## src/rtl/approx_mult4.sv

```systemverilog
// 4x4 approximate multiplier: OR-merged columns 0..2, exact columns 3..7, one register stage.
// Define APPROX_ERR_MON_EN to add the exact-product error monitor ports and counters.
module approx_mult4 (
  input  logic       clk,
  input  logic       rst_n,
  input  logic [3:0] a,
  input  logic [3:0] b,
  input  logic       in_valid,
  output logic [7:0] result,
  output logic [7:0] result_q,
  output logic       out_valid
`ifdef APPROX_ERR_MON_EN
  ,
  output logic [7:0]  exact_q,
  output logic [7:0]  abs_err_q,
  output logic [15:0] err_sum,
  output logic [8:0]  nz_count
`endif
);

  logic       col0;
  logic       col1;
  logic       col2;
  logic [7:0] hi_sum;

  assign col0 = a[0] & b[0];
  assign col1 = (a[1] & b[0]) | (a[0] & b[1]);
  assign col2 = (a[2] & b[0]) | (a[1] & b[1]) | (a[0] & b[2]);

  // Weight >= 3 partial products summed exactly; the low columns never carry.
  always_comb begin
    hi_sum = '0;
    for (int i = 0; i < 4; i++) begin
      for (int j = 0; j < 4; j++) begin
        if (i + j >= 3)
          hi_sum = hi_sum + (8'(a[j] & b[i]) << (i + j));
      end
    end
  end

  assign result = hi_sum + {5'b0, col2, col1, col0};

  always_ff @(posedge clk or negedge rst_n) begin
    if (!rst_n) begin
      result_q  <= '0;
      out_valid <= 1'b0;
    end else begin
      out_valid <= in_valid;
      if (in_valid)
        result_q <= result;
    end
  end

`ifdef APPROX_ERR_MON_EN
  logic [7:0]  exact;
  logic [7:0]  diff;
  logic [16:0] sum_ext;

  assign exact   = {4'b0, a} * {4'b0, b};
  assign diff    = exact - result;
  assign sum_ext = {1'b0, err_sum} + {9'b0, diff};

  always_ff @(posedge clk or negedge rst_n) begin
    if (!rst_n) begin
      exact_q   <= '0;
      abs_err_q <= '0;
      err_sum   <= '0;
      nz_count  <= '0;
    end else if (in_valid) begin
      exact_q   <= exact;
      abs_err_q <= diff;
      if (exact != 8'd0) begin
        err_sum <= sum_ext[16] ? 16'hffff : sum_ext[15:0];
        if (nz_count != 9'h1ff)
          nz_count <= nz_count + 9'd1;
      end
    end
  end
`endif

endmodule

```

## config.mk

```make
export PLATFORM = sky130hd
export DESIGN_NAME = approx_mult4
export DESIGN_NICKNAME = d
export VERILOG_FILES = /design/src/rtl/approx_mult4.sv
export SDC_FILE = /design/constraint.sdc
export NUM_CORES = 1
export LEC_CHECK = 0
export CAP_MARGIN = 20
export CELL_PAD_IN_SITES_DETAIL_PLACEMENT = 0
export CELL_PAD_IN_SITES_GLOBAL_PLACEMENT = 1
export CORE_MARGIN = 4
export CORE_UTILIZATION = 32
export DETAILED_ROUTE_END_ITERATION = 10
export GPL_TIMING_DRIVEN = 0
export PLACE_DENSITY_LB_ADDON = 0.3
export RECOVER_POWER = 25
export REMOVE_ABC_BUFFERS = 1
export SYNTH_ARGS = -nofsm -noshare
export SYNTH_HDL_FRONTEND = slang
export SYNTH_SLANG_ARGS = --single-unit
```

## constraint.sdc

```tcl
create_clock -name clk -period 6.3 [get_ports clk]
set_clock_uncertainty 0.1 [all_clocks]
set_input_delay 0.945 -clock clk [delete_from_list [all_inputs] [get_ports clk]]
set_output_delay 0.945 -clock clk [all_outputs]
set_load 0.01 [all_outputs]
```

==> impl_metrics.toml, run 1 <==
[grt]
antenna_found_initial = 0
first_global_vias = 489
grt_util_all_layers_pct = 10.9
grt_max_degree = 10
grt.overflow.total = 0
grt_pass1_wl_mm = 2.17

[timing]
tns_ns = 0
report.final.setup_viol = 0
slew_violations = 0
finalCritPeriodShare_pct = 76.9
max-slew-margin-rel_pct = 72.4
fin_crit_ns = 4.84
tightest_slew_ns = 0.412
hold_viol_final = 0
max_freq_ghz = 0.206
layout_setup_ws_ns = 1.46
grt_setup_unrepaired = "no"

[floorplan]
floorplan.initialDensity_pct = 33.4
die_h_um = 53.3
die_w_um = 53.3
rows = 16
core_area_um2 = 1960
die_area_um2 = 2840
io-pin-count = 28

[clocking]
numCtsBuffers = 3
cts_resized = 0
htreeDepth = 1
clockBufferDepth = 2
cts_tree = "done"
post_cts_buffers = 0
clk_pin_slew_ns = 0.06
cts_sinks = 9
clk_latency_ns = 0.26
root_buffer = "clkbuf_4"
cts-hold-fix-buffers = 0

[route]
dr.pass1.iters = 4
vias_per_cell = 4.43
vias = 532
finalWirelength_mm = 1.31
drt_iter0_markers = 11
drtAntennaViolNets = 0
wl_per_cell_um = 10.9
drc_errors = 0

[critical_path]
setup.worst_path.end_class = "primary output"
cp_max_fo = 4
setup.worst_path.class = "input port to primary output"
critical_path_arrival_ns = 3.80
startpoint = "b[1]"
timing.rr.start = "result_q[6]$_DFFE_PN0P_"
critical_path.cell_chain = "clkdlybuf4s50_1 -> nand2_1 -> fa_1 -> inv_1 -> ha_1 -> ha_1 -> inv_1 -> fa_1 -> xnor2_1 -> clkdlybuf4s50_1"
worst-path-buf-inv = 4
cp.required_ns = 5.25
slowest_stage = "clkdlybuf4s50_1"
crit_family = "adder cells"
slowest_delay_ns = 0.57
start_kind = "input port"

[placed_design]
finalWeightedCongestion = 0.707
portBuffers = 27
post-place-ws_ns = 1.44
hpwl_mm = 1.13

[power]
power_uw = 199
p_per_area_nw_per_um2 = 209
p_leak_nw = 0.446
intPower_uw = 141
swShare_pct = 29.1
clkPwrFrac_pct = 21.8
sequentialPowerShare_pct = 35.9
power.switching_uw = 57.9
peakVddDrop_uv = 144
power_frac_comb_pct = 42.3

[synthesis]
synth_flop_cell = "dfrtp_1"
ys_types = 17
ys_ff_latch = 9
yosysSeqAreaShare_pct = 34.4
synth-edff-count = 0
ys_warn_count = 0
synth_area_um2 = 656
synth_area_per_cell_um2 = 9.93
syn_inst = 66
async_reset_ff_share_pct = 100

[final_layout]
final_common_cell = "clkdlybuf4s50_1"
diodes = 0
nFillCells = 207
final_cell_mix = "clkdlybuf4s50_1, inv_1, dfrtp_1"
final_nets = 116
drive_above_1_share_pct = 10.8
area_growth_pct = 45.8

[hold_path]
hp-start = "result_q[7]$_DFFE_PN0P_"
hold_path_class = "flop to flop"

[job]
cap_violations = 0

[run_status]
outcome = "finished, final reports clean"
[logic make-up after synthesis]
group / Yosys count / synth area share [%]
and+or+nand+nor: 19 / 13.4
buffers and inverters: 15 / 10.9
adders and majority gates: 11 / 24.4
DFF: 9 / 34.4
AOI/OAI and AO/OA: 6 / 7.06
muxes: 5 / 8.59
xor gates and xnor gates: 1 / 1.34
[flip-flops by register name, summed over array words and instances (netlist names)]
name       count
out_valid      1
result_q       8
[Yosys cell counts, types with 3 or more instances]
master / n / share of area (%)
a21oi_1: 3 / 2.3
ha_1: 8 / 15
nand2_1: 7 / 4.0
and2_1: 5 / 4.8
mux2_2: 5 / 8.6
nor2_1: 5 / 2.9
dfrtp_1: 9 / 34
fa_1: 3 / 9.2
buf_4: 4 / 4.6
inv_1: 10 / 5.7
[area by class of cell]
type	count	area [um2]	share of cell area, %
Timing Repair Buffer	27	270	28.3
Tap cell	27	33.8	3.53
Inverter	11	41.3	4.32
Multi-Input combinational cell	42	359	37.6
Clock buffer	4	26.3	2.75
Sequential cell	9	225	23.6
[through the flow]
step / cells / cell area, um2 / hold WS [ns] / utilization (%)
after floorplan: 62 / 626 / 0.427 / -
after global placement: 116 / 930 / 0.374 / 47.4
after detailed placement: 116 / 930 / 0.372 / 47.4
after CTS: 120 / 956 / 0.387 / 48.7
after global routing: 120 / 956 / 0.399 / 48.7
final: 120 / 956 / 0.384 / 48.7
[metal layers]
metal  global-route usage (%)  share of wire, %
met1                     12.6                42
met2                     17.6                51
met3                     4.23               5.3
met4                     5.11               2.1
met5                        0                 0
[final timing paths]
check                                          end  slack, ns  cells after the start
setup / recovery                         result[6]       1.46                     10
min in group asynchronous  result_q[6]$_DFFE_PN0P_       0.95                      1
max in group asynchronous  result_q[4]$_DFFE_PN0P_       4.86                      1
setup reg to reg           result_q[6]$_DFFE_PN0P_       5.46                      1
hold reg to reg            result_q[7]$_DFFE_PN0P_       0.38                      2
hold / removal             result_q[7]$_DFFE_PN0P_       0.38                      2
[power groups by stage]
stage               clock (mW)  combinational, mW  sequential [mW]
detailed placement           0             0.0857           0.0728
CTS                     0.0457             0.0863           0.0716
floorplan                    0             0.0313           0.0777
global placement             0             0.0850           0.0725
global route            0.0499             0.0937           0.0725
finish                  0.0435             0.0844           0.0715
Power figures use the tool's default switching activity.
==> run 2: changes to the inputs <==
- CORE_ASPECT_RATIO: unset -> 0.6
- CORE_UTILIZATION: 32 -> 27
- clock period: 6.3 -> 4.4 ns (I/O delays scaled with it)
==> impl_metrics.toml, run 2 (same netlist as run 1, synthesis figures left out) <==
[route]
vias = 529
drtAntennaViolNets = 0
dr.pass1.iters = 4
finalWirelength_mm = 1.44
drt_iter0_markers = 14
drc_errors = 0
wl_per_cell_um = 11.7
vias_per_cell = 4.30

[critical_path]
cp_max_fo = 4
setup.worst_path.class = "input port to primary output"
cp.required_ns = 3.64
setup.worst_path.end_class = "primary output"
critical_path_arrival_ns = 3.45
start_kind = "input port"

[timing]
whs_ns = 0.388
hold_viol_final = 0
max_freq_ghz = 0.238
grt_setup_unrepaired = "no"
tns_ns = 0
slew_violations = 0
report.final.setup_viol = 0
tightest_slew_ns = 0.420
fin_crit_ns = 4.21
finalCritPeriodShare_pct = 95.7
max-slew-margin-rel_pct = 71.9

[power]
power.switching_uw = 87.7
p_leak_nw = 0.466
intPower_uw = 230
power_frac_comb_pct = 37.8
clkPwrFrac_pct = 29.7
sequentialPowerShare_pct = 32.5
peakVddDrop_uv = 221
swShare_pct = 27.6
p_per_area_nw_per_um2 = 324

[final_layout]
largest_reg_flops = 8
drive_above_1_share_pct = 10.8
top_register = "result_q"
area_growth_pct = 49.6
diodes = 0
final_common_cell = "clkdlybuf4s50_1"
reg.largest.list = "result_q (8), out_valid (1)"
final_cell_mix = "clkdlybuf4s50_1, inv_1, dfrtp_1"
final_nets = 116
fin_cells = 123

[floorplan]
die_h_um = 46.2
floorplan.initialDensity_pct = 29.4
io-pin-count = 28
rows = 13
die_w_um = 71.6
core_area_um2 = 2230
die_area_um2 = 3310

[grt]
grt.overflow.total = 0
grt_util_all_layers_pct = 10.1
first_global_vias = 558
grt_max_degree = 10
antenna_found_initial = 0
grt_pass1_wl_mm = 2.48

[clocking]
cts-hold-fix-buffers = 0
clk_latency_ns = 0.23
cts_tree = "done"
numCtsBuffers = 3
post_cts_buffers = 0
clk_pin_slew_ns = 0.05
cts_sinks = 9
clockBufferDepth = 2
root_buffer = "clkbuf_8"
cts_resized = 0
htreeDepth = 1

[run_status]
outcome = "finished, final reports clean"

[placed_design]
dp_cells = 119
hpwl_mm = 1.24
finalWeightedCongestion = 0.666
portBuffers = 27

[hold_path]
hold_path_class = "flop to flop"

[job]
cap_violations = 0
[run 2: cell types whose count changed in the layout (fill, tap and decap cells not counted), sizes merged]
cell / before / now
clkdlybuf4s50: 26 / 25
dlymetal6s2s: 0 / 1
[run 2: final timing paths]
kind                                          from                 endpoint  slack, ns  depth (start not counted)
setup / recovery                              b[1]                result[5]       0.19                         10
hold / removal             result_q[7]$_DFFE_PN0P_  result_q[7]$_DFFE_PN0P_       0.39                          2
setup reg to reg           result_q[6]$_DFFE_PN0P_  result_q[6]$_DFFE_PN0P_       3.53                          1
hold reg to reg            result_q[7]$_DFFE_PN0P_  result_q[7]$_DFFE_PN0P_       0.39                          2
max in group asynchronous                    rst_n  result_q[2]$_DFFE_PN0P_       3.20                          1
min in group asynchronous                    rst_n  result_q[5]$_DFFE_PN0P_       0.70                          1
[run 2: layout make-up]
class	count	area, um2
Fill cell	209	1250
Multi-Input combinational cell	42	359
Timing Repair Buffer	27	273
Clock buffer	4	45.0
Inverter	11	41.3
Tap cell	30	37.5
Sequential cell	9	225
[run 2: metal layers]
layer  up-vias  track usage [%]  wire [um]
li1        265                -          -
met4         0                0          0
met1       237             13.8        733
met5         -                0          0
met2        27             13.9        517
met3         0             6.54        188
[run 2: power by group through the flow]
| stage | logic, mW | clock network (mW) | registers [mW] |
|---|---|---|---|
| global placement | 0.122 | 0 | 0.104 |
| floorplan | 0.0449 | 0 | 0.111 |
| finish | 0.120 | 0.0945 | 0.103 |
| global route | 0.133 | 0.105 | 0.105 |
| CTS | 0.124 | 0.0976 | 0.104 |
| detailed placement | 0.123 | 0 | 0.105 |
[run 2: metrics by stage]
stage               total power, mW  util [%]  setup WS [ns]  cell area, um2
detailed placement            0.228      41.9         0.0851             933
global placement              0.226      41.9          0.116             933
finish                        0.318      44.0          0.191             981
global route                  0.342      44.0         0.0819             981
CTS                           0.325      43.9         0.0867             978
floorplan                     0.156         -           1.26             626
[run 2: worst max-delay path: stages]
cell and delay (ns):
clkdlybuf4s50_1 0.53, nand2_1 0.10, fa_1 0.53, inv_1 0.04, ha_1 0.28, ha_1 0.22, inv_1 0.07, fa_1 0.40
inv_1 0.08, clkdlybuf4s50_1 0.53
